--- config.mk ---
export PLATFORM = sky130hd
export DESIGN_NAME = attack_matrix_scan_flat
export DESIGN_NICKNAME = d
export VERILOG_FILES = /design/src/rtl/attack_matrix_scan_pkg.sv /design/src/rtl/attack_matrix_scan_if.sv /design/src/rtl/scan_col_decode.sv /design/src/rtl/attack_matrix_scan.sv /design/src/flat_wrapper.sv
export SDC_FILE = /design/constraint.sdc
export NUM_CORES = 1
export LEC_CHECK = 0
export ABC_CLOCK_PERIOD_IN_PS = 6300
export BUFFER_PORTS_ARGS = -buffer_cell sky130_fd_sc_hd__buf_4
export CORE_AREA = 2 2 89 91
export DETAILED_ROUTE_END_ITERATION = 8
export DIE_AREA = 0 0 91 93
export PLACE_DENSITY = 0.8
export SLEW_MARGIN = 20
export SYNTH_ARGS = -nofsm -noshare
export SYNTH_HDL_FRONTEND = slang
export SYNTH_HIERARCHICAL = 1
export SYNTH_SLANG_ARGS = --single-unit
--- constraint.sdc ---
create_clock -name clk -period 6.3 [get_ports clk]
set_clock_uncertainty 0.15 [all_clocks]
set_input_delay 1.26 -clock clk [delete_from_list [all_inputs] [get_ports clk]]
set_output_delay 1.26 -clock clk [all_outputs]
set_load 0.005 [all_outputs]
--- src/rtl/attack_matrix_scan_pkg.sv ---
// Shared geometry, coordinate-code constants and scan state encoding for the
// attack-round LED matrix display.
package attack_matrix_scan_pkg;

  localparam int unsigned DATA_WIDTH    = 35;
  localparam int unsigned COLUNE_SIZE   = 7;
  localparam int unsigned TOTAL_COLUNES = 5;
  localparam int unsigned CODE_W        = 3;
  localparam int unsigned COL_W         = 3;

  // Coordinate codes are 1-based; code 0 means "no cursor".
  localparam logic [CODE_W-1:0] COL_CODE_NONE = 3'd0;
  localparam logic [CODE_W-1:0] CODE_OFFSET   = 3'd1;
  localparam logic [CODE_W-1:0] X_CODE_MAX    = CODE_W'(TOTAL_COLUNES);

  typedef enum logic [1:0] {
    ST_IDLE  = 2'd0,
    ST_BLANK = 2'd1,
    ST_DRIVE = 2'd2
  } scan_state_t;

endpackage

--- src/rtl/attack_matrix_scan_if.sv ---
// Map/cursor inputs and LED matrix drive outputs of the attack matrix scanner.
interface attack_matrix_scan_if;
  import attack_matrix_scan_pkg::*;

  logic                      enable;
  logic [DATA_WIDTH-1:0]     matriz_data;
  logic [CODE_W-1:0]         x_coord_code;
  logic [CODE_W-1:0]         y_coord_code;
  logic [TOTAL_COLUNES-1:0]  col_sel;
  logic [COLUNE_SIZE-1:0]    row_n;
  logic                      frame_done;

  modport master (
    output enable, matriz_data, x_coord_code, y_coord_code,
    input  col_sel, row_n, frame_done
  );

  modport slave (
    input  enable, matriz_data, x_coord_code, y_coord_code,
    output col_sel, row_n, frame_done
  );

endinterface

--- src/rtl/scan_col_decode.sv ---
// Selects the current column of the frozen frame and overlays the blinking
// cursor pixel, producing the active-low row drive for that column.
module scan_col_decode
  import attack_matrix_scan_pkg::*;
(
  input  logic [COL_W-1:0]        col,
  input  logic [DATA_WIDTH-1:0]   frame_buf,
  input  logic [CODE_W-1:0]       x_coord_code,
  input  logic [CODE_W-1:0]       y_coord_code,
  input  logic                    blink_phase,
  output logic [COLUNE_SIZE-1:0]  row_n_next
);

  logic [COLUNE_SIZE-1:0] col_bits;
  logic [COLUNE_SIZE-1:0] cursor_mask;
  logic                   cursor_hit;

  // Column 0 lives in the top bits of the map.
  always_comb begin
    col_bits = '0;
    for (int c = 0; c < TOTAL_COLUNES; c++) begin
      if (col == COL_W'(c)) begin
        col_bits = frame_buf[DATA_WIDTH-(c+1)*COLUNE_SIZE +: COLUNE_SIZE];
      end
    end
  end

  always_comb begin
    cursor_hit  = (x_coord_code != COL_CODE_NONE) &&
                  (x_coord_code <= X_CODE_MAX) &&
                  ((x_coord_code - CODE_OFFSET) == col) &&
                  (y_coord_code != COL_CODE_NONE);
    cursor_mask = '0;
    if (cursor_hit && blink_phase) begin
      cursor_mask = COLUNE_SIZE'(1) << (y_coord_code - CODE_OFFSET);
    end
    row_n_next = ~(col_bits ^ cursor_mask);
  end

endmodule

--- src/rtl/attack_matrix_scan.sv ---
// Column-multiplexed LED matrix scanner: per-frame map snapshot, blanking gap
// before each column, and a blinking cursor overlay.
module attack_matrix_scan
  import attack_matrix_scan_pkg::*;
#(
  parameter int unsigned SCAN_DIV     = 50000,
  parameter int unsigned BLANK_CYCLES = 16,
  parameter int unsigned BLINK_FRAMES = 25
) (
  input  logic               clk,
  input  logic               reset,
  attack_matrix_scan_if.slave bus
);

  localparam int unsigned CNT_MAX  = (SCAN_DIV > BLANK_CYCLES) ? SCAN_DIV : BLANK_CYCLES;
  localparam int unsigned CNT_W    = $clog2(CNT_MAX);
  localparam int unsigned FCNT_W   = (BLINK_FRAMES > 1) ? $clog2(BLINK_FRAMES) : 1;
  localparam logic [COL_W-1:0] LAST_COL = COL_W'(TOTAL_COLUNES - 1);

  scan_state_t            state;
  logic [CNT_W-1:0]       cnt;
  logic [COL_W-1:0]       col;
  logic [FCNT_W-1:0]      frame_cnt;
  logic                   blink_phase;
  logic [DATA_WIDTH-1:0]  frame_buf;
  logic [COLUNE_SIZE-1:0] row_n_next;

  scan_col_decode u_col_decode (
    .col          (col),
    .frame_buf    (frame_buf),
    .x_coord_code (bus.x_coord_code),
    .y_coord_code (bus.y_coord_code),
    .blink_phase  (blink_phase),
    .row_n_next   (row_n_next)
  );

  // Outputs reflect the state held during the previous cycle; enable=0 kills them at once.
  always_ff @(posedge clk or negedge reset) begin
    if (!reset) begin
      state          <= ST_IDLE;
      cnt            <= '0;
      col            <= '0;
      frame_cnt      <= '0;
      blink_phase    <= 1'b0;
      frame_buf      <= '0;
      bus.col_sel    <= '0;
      bus.row_n      <= '1;
      bus.frame_done <= 1'b0;
    end else if (!bus.enable) begin
      state          <= ST_IDLE;
      cnt            <= '0;
      frame_cnt      <= '0;
      blink_phase    <= 1'b0;
      bus.col_sel    <= '0;
      bus.row_n      <= '1;
      bus.frame_done <= 1'b0;
    end else begin
      bus.col_sel    <= '0;
      bus.row_n      <= '1;
      bus.frame_done <= 1'b0;
      case (state)
        ST_IDLE: begin
          frame_buf <= bus.matriz_data;
          col       <= '0;
          cnt       <= '0;
          state     <= ST_BLANK;
        end
        ST_BLANK: begin
          if (cnt == CNT_W'(BLANK_CYCLES - 1)) begin
            cnt   <= '0;
            state <= ST_DRIVE;
          end else begin
            cnt <= cnt + CNT_W'(1);
          end
        end
        ST_DRIVE: begin
          bus.col_sel <= TOTAL_COLUNES'(1) << col;
          bus.row_n   <= row_n_next;
          if (cnt == CNT_W'(SCAN_DIV - 1)) begin
            cnt   <= '0;
            state <= ST_BLANK;
            if (col == LAST_COL) begin
              col            <= '0;
              frame_buf      <= bus.matriz_data;
              bus.frame_done <= 1'b1;
              if (frame_cnt == FCNT_W'(BLINK_FRAMES - 1)) begin
                frame_cnt   <= '0;
                blink_phase <= ~blink_phase;
              end else begin
                frame_cnt <= frame_cnt + FCNT_W'(1);
              end
            end else begin
              col <= col + COL_W'(1);
            end
          end else begin
            cnt <= cnt + CNT_W'(1);
          end
        end
        default: state <= ST_IDLE;
      endcase
    end
  end

endmodule

--- src/flat_wrapper.sv ---
// flat-port wrapper written by rule: the top's interface ports become plain ports
module attack_matrix_scan_flat import attack_matrix_scan_pkg::*;
#(
  parameter int unsigned SCAN_DIV     = 50000,
  parameter int unsigned BLANK_CYCLES = 16,
  parameter int unsigned BLINK_FRAMES = 25
)
  (clk, reset, bus_enable, bus_matriz_data, bus_x_coord_code, bus_y_coord_code, bus_col_sel, bus_row_n, bus_frame_done);
  attack_matrix_scan_if bus_i ();
  input  logic clk;
  input  logic reset;
  input wire logic [$bits(bus_i.enable)-1:0] bus_enable;
  input wire logic [$bits(bus_i.matriz_data)-1:0] bus_matriz_data;
  input wire logic [$bits(bus_i.x_coord_code)-1:0] bus_x_coord_code;
  input wire logic [$bits(bus_i.y_coord_code)-1:0] bus_y_coord_code;
  output wire logic [$bits(bus_i.col_sel)-1:0] bus_col_sel;
  output wire logic [$bits(bus_i.row_n)-1:0] bus_row_n;
  output wire logic [$bits(bus_i.frame_done)-1:0] bus_frame_done;
  assign bus_i.enable = bus_enable;
  assign bus_i.matriz_data = bus_matriz_data;
  assign bus_i.x_coord_code = bus_x_coord_code;
  assign bus_i.y_coord_code = bus_y_coord_code;
  assign bus_col_sel = bus_i.col_sel;
  assign bus_row_n = bus_i.row_n;
  assign bus_frame_done = bus_i.frame_done;
  attack_matrix_scan #(.SCAN_DIV(SCAN_DIV), .BLANK_CYCLES(BLANK_CYCLES), .BLINK_FRAMES(BLINK_FRAMES)) u_core (.clk(clk), .reset(reset), .bus(bus_i));
endmodule
=== After elaboration in Yosys (flattened, before gate mapping) ===
Cells that the tools add are included.

* $add $sub $neg: 5
* Order comparisons: 1
* Equal/unequal tests: 19
* Shift-type cells: 2
* Multiplexer cells: 38
* Bitwise operators: 3
* Reductions and logical operators: 14

{| class="wikitable"
|+ Operators by type and width
! cell !! number
|-
| $mux 35 || 2
|-
| $pmux 35 s2 || 1
|-
| $mux 7 || 8
|-
| $mux 16 || 3
|-
| $pmux 16 s3 || 1
|-
| $mux 5 || 7
|-
| $add 16x1->16 const B || 1
|-
| $eq 16x16->1 const B || 1
|-
| $eq 16x4->1 const B || 1
|-
| $ne 2x1->1 const B || 6
|-
| $mux 1 || 9
|-
| $reduce_and 4->1 || 2
|-
| $not 7->7 || 1
|-
| $shl 1x3->7 const A || 1
|-
| $xor 7x7->7 || 1
|-
| $eq 3x2->1 const B || 2
|-
| $mux 2 || 3
|-
| $mux 3 || 2
|-
| $ne 3x2->1 const B || 2
|-
| $pmux 2 s3 || 1
|-
| $pmux 3 s2 || 1
|-
| $reduce_and 3->1 || 2
|-
| $reduce_bool 3->1 || 2
|-
| $sub 3x1->3 const B || 2
|-
| 17 further kinds || 20
|}

* Bits in registers: 75
* Logic and storage cells: 91

=== Logic depth before layout (Yosys ltp) ===
* Depth in word-level cells: 10
* Gate-level depth with buffers: 9
* Mapped depth without buffers: 7

=== Cells and area by module ===
Netlist, hierarchy kept.

{| class="wikitable"
|+ Modules (own cells, without submodules)
! module !! instances !! cells each !! area each (um^2) !! sequential area each (um^2)
|-
| attack_matrix_scan || 1 || 301 || 3663.5 || 1885.6
|-
| scan_col_decode || 1 || 72 || 563.0 || 0.0
|}

=== Least setup slack after synthesis ===
No wires, ideal clock.

* Kind: input to register
* Start: in bus_y_coord_code[1]
* End: reg u_core.bus.row_n[0]
* Library setup time: 0.084 ns
* Data arrival time: 2.670 ns
* Setup slack: 3.396 ns
* Cell stages on the path: 6
* Buffers on the path: 0
* Path through: nor2_1 > ha_1 > or3b_2 > nor4_1 > xor2_1 > or2_2

* Word-level cells in the longest chain between the ends: 8
* Elaborated cells between the ends (all ways): 10
* Classes of those cells: add/sub: 1; shift: 1; mux: 3; bitwise: 2; reduce/logical: 3

{| class="wikitable"
|+ RTL lines
! element !! line !! RTL
|-
| start, declared || flat_wrapper.sv:15 || <nowiki>input wire logic [$bits(bus_i.y_coord_code)-1:0] bus_y_coord_code;</nowiki>
|-
| branches (longest 3 deep; another with $sub 3x1->3) || -- ||
|-
| $mux 7 (*) || scan_col_decode.sv:34 || <nowiki>if (cursor_hit && blink_phase) begin</nowiki>
|-
| $xor 7x7->7 (*) || scan_col_decode.sv:37 || <nowiki>row_n_next = ~(col_bits ^ cursor_mask);</nowiki>
|-
| $not 7->7 (*) || scan_col_decode.sv:37 ||
|-
| named net u_core.row_n_next[0] || attack_matrix_scan.sv:26 || <nowiki>logic [COLUNE_SIZE-1:0] row_n_next;</nowiki>
|-
| $mux 7 (*) || attack_matrix_scan.sv:61 || <nowiki>case (state)</nowiki>
|-
| $mux 7 (*) || attack_matrix_scan.sv:49 || <nowiki>end else if (!bus.enable) begin</nowiki>
|-
| end signal, assigned || attack_matrix_scan.sv:78 || <nowiki>bus.row_n <= row_n_next;</nowiki>
|-
| end, declared || attack_matrix_scan_if.sv:20 || <nowiki>output col_sel, row_n, frame_done</nowiki>
|}

Mark *: on every way through the listed nets, which the timed path passes.
A chain may end at the register's enable or synchronous reset.

=== Worst setup path after layout ===
* Start: reg u_core.col[1]
* End: reg u_core.frame_buf[4]

* Word-level cells in the longest chain between the ends: 3

{| class="wikitable"
|+ RTL lines
! element !! line !! RTL
|-
| start, declared || attack_matrix_scan.sv:22 || <nowiki>logic [COL_W-1:0] col;</nowiki>
|-
| start signal, assigned || attack_matrix_scan.sv:93 || <nowiki>col <= col + COL_W'(1);</nowiki>
|-
| $eq 3x3->1 || attack_matrix_scan.sv:82 || <nowiki>if (col == LAST_COL) begin</nowiki>
|-
| $ne 2x1->1 (no line) || -- ||
|-
| $reduce_and 4->1 (no line) || -- ||
|-
| end signal, assigned || attack_matrix_scan.sv:63 || <nowiki>frame_buf <= bus.matriz_data;</nowiki>
|-
| end signal, assigned || attack_matrix_scan.sv:84 || <nowiki>frame_buf <= bus.matriz_data;</nowiki>
|-
| end, declared || attack_matrix_scan.sv:25 || <nowiki>logic [DATA_WIDTH-1:0] frame_buf;</nowiki>
|}

Every way passes these cells.

==> flow_metrics.tcl <==
set metrics [dict create \
    status "finished clean" \
    ys_warn_count 6 \
    first_global_vias 3010 \
    clk_pin_slew_worst_paths_ps 90 \
    crit_chain "inv_1, ha_1, nand2_1, nor3_2, nand2_2, a21o_2, mux2_2" \
    crit_path_max_fanout 35 \
    antenna_cells 0 \
    min_period_ps 3280 \
    rows 32 \
    timing.critical_path.required_ps 6390 \
    drtIter0Drc 170 \
    synth_ff_type "sky130_fd_sc_hd__dfrtp_1" \
    wire_length_of_the_first_global_routing_pass_um 14080 \
    finalSetupViolations 0 \
    finalSetupTns_ps 0 \
    setup_repair_after_global_routing_missed_its_margin "false" \
    cpPeakStageDelay_ps 1020 \
    finalNetCount 481 \
    cts_resized 0 \
    global_route_congestion_overflow_total 0 \
    ff_latch_area_um2 1886 \
    seq_cells_post_synth 75 \
    worst_min_delay_path_category "register to register" \
    clock_tree_root_driver_cell "sky130_fd_sc_hd__clkbuf_8" \
    clock_tree.buffer_depth 2 \
    cp_data_arrival_time_ps 3370 \
    buffer_ports.inserted 56 \
    worst-setup-path-type "register to register" \
    chipHeight_um 93 \
    numCtsBuffers 9 \
    synthToLayoutAreaGrowth_pct 14.62 \
    mostFrequentLayoutCell "sky130_fd_sc_hd__dfrtp_1" \
    detail_route.wl_per_cell_um 15.61 \
    worst_reg2reg_path_depth 7 \
    grt_usage_pct 20.72 \
    worstReg2RegStart "u_core/col[1]" \
    crit_path_top_delay_cell "sky130_fd_sc_hd__dfrtp_1" \
    routabilityCongestion 0.8344 \
    synth_edf_count 0 \
    vdd_drop_max_mv 0.1787 \
    via_count 3039 \
    drc 0 \
    power.leakage_uw 0.002179 \
    die_w_um 91 \
    end_kind "register" \
    multi_input_comb_area_um2 2163 \
    synth_sequential_area_ratio_pct 44.61 \
    netlist_area_before_placement_um2 4227 \
    post-cts-setup-buffer-count 0 \
    report.final.slew_viol_count 0 \
    placement.cell_area_um2 4642 \
    wl_um 8244 \
    fillers 619 \
    firstDrtPassIters 4 \
    hpwlAfterDp_um 5772 \
    cts.sinks 75 \
    initial_utilization_pct 56.15 \
    slew_headroom_pct 27.59 \
    maximum_number_of_pins_on_one_net_before_global_route_repair 76 \
    vias_per_cell 5.756 \
    max_cap_viol_count 0 \
    powerDensity_nw_per_um2 330.1 \
    syn_inst 373 \
    worstSkewPairLatency_ps 340 \
    final_area_um2 4845 \
    cp.buffers_inverters 1 \
    postSynthAreaPerCell_um2 11.33 \
    syn-num-nets 433 \
    cp_num_cells 7 \
    worst_hold_startpoint "u_core/frame_buf[3]" \
    fin_crit_sh_pct 52.07 \
    fmax_ghz 0.3048 \
    crit_path_start_kind "register" \
    critical_path.startpoint "u_core/col[1]" \
    number_of_antenna_violations_at_the_first_check_in_global_routing 0 \
    ioPinCount 57 \
    layout.core_utilization_pct 64.36 \
    async_reset_ff_share_pct 100.0 \
    core_area_um2 7527 \
    htree_num_levels 3 \
    timing_hold_violations_final 0 \
    worstHoldPathCells 1 \
    drive_above_1_share_pct 32.39 \
    layout.cells.most_common_list "68 x sky130_fd_sc_hd__dfrtp_1, 57 x sky130_fd_sc_hd__buf_4, 30 x sky130_fd_sc_hd__nand2_1, 30 x sky130_fd_sc_hd__mux2_4, 19 x sky130_fd_sc_hd__nand3_1" \
    cts_tree "yes" \
    detail-route-antenna-nets 0 \
    floorplan.die_area_um2 8463 \
    tightest_slew_ps 1086 \
    cpLargestDelayFamily "flip-flops" \
    postCtsHoldBufs 0 \
    synthDistinctLibCells 61 \
]
[Yosys cell counts (8+ instances only)]
cell type                   n  area share [%]
sky130_fd_sc_hd__a21oi_1   11             1.3
sky130_fd_sc_hd__and3_1    10             1.5
sky130_fd_sc_hd__clkbuf_1  10            0.89
sky130_fd_sc_hd__dfrtp_1   68              40
sky130_fd_sc_hd__ha_1      16             4.7
sky130_fd_sc_hd__inv_1     10            0.89
sky130_fd_sc_hd__mux2_4    30              11
sky130_fd_sc_hd__mux2i_1   16             3.8
sky130_fd_sc_hd__nand2_1   30             2.7
sky130_fd_sc_hd__nand3_1   19             2.2
sky130_fd_sc_hd__nor2_1    10            0.89
sky130_fd_sc_hd__nor4_1    10             1.5
sky130_fd_sc_hd__or2_2      8             1.2
[metal layers]
layer  vias to the layer above  GRT usage, %  share of wire [%]
li1                       1463             -                  -
met1                      1491         27.57                 45
met2                        77         34.63                 50
met3                         8         4.190                3.8
met4                         0         6.061                1.1
met5                         -             0                  0
[sequential cells by signal, indices dropped and copies added, names as in the netlist]
register / cells
u_core/blink_phase: 1
u_core/state: 2
u_core/frame_cnt: 5
u_core/bus.row_n: 7
u_core/bus.frame_done: 1
u_core/frame_buf: 35
u_core/cnt: 16
u_core/col: 3
u_core/bus.col_sel: 5
[path summary, 6_finish.rpt]
path	end	slack, ps
max in group asynchronous	u_core/cnt[0]	4500
setup reg to reg	u_core/frame_buf[4]	3020
setup / recovery	u_core/frame_buf[4]	3020
hold / removal	u_core/frame_buf[3]	360
hold reg to reg	u_core/frame_buf[3]	360
min in group asynchronous	u_core/frame_buf[34]	900
[kinds of logic (layout without fill, tap and decap cells)]
family          Yosys count  count (layout)  share of synthesized area [%]
mux                      51              51                          15.78
flops                    75              75                          44.61
compound gates           59              59                          9.769
buf+inv                  30              83                          4.382
xor+xnor                 12              12                          2.664
fa+ha+maj                16              16                          4.736
simple gates            130             130                          18.06
[power breakdown]
part | internal, µW | total (µW) | leakage (µW) | switching [µW]
Clock | 193 | 375 | 0.0000905 | 182
Combinational | 310 | 532 | 0.00115 | 222
Sequential | 614 | 693 | 0.000941 | 79.0
Total | 1120 | 1600 | 0.00218 | 483
[cell type report]
type                    count  area share [%]
flip-flops and latches     75           38.92
multi-input cells         268           44.65
clock inverters             6           1.343
clock buffers              10           2.841
inverters                  10          0.7748
repair buffers             57           8.833
well taps                 102           2.634
[per-stage QoR]
| stage | worst slack (ps) | total power (µW) | hold WS [ps] | instances |
|---|---|---|---|---|
| floorplan | 3396 | 1136 | 329.1 | 373 |
| global placement | 3066 | 1209 | 338.7 | 512 |
| detailed placement | 2999 | 1232 | 347.7 | 512 |
| CTS | 3032 | 1607 | 364.7 | 528 |
| global route | 2812 | 1689 | 369.9 | 528 |
| finish | 3020 | 1599 | 363.8 | 528 |
[worst register-to-register path, delay by kind of cell, from the launching register on]
family	cells	cell delay [ps]
buffers and inverters	1	170
AOI/OAI and AO/OA	1	820
muxes	1	460
and+or+nand+nor	3	290
DFF	1	1020
adders and majority gates	1	270
No activity file was read; power rests on OpenSTA's default activity.
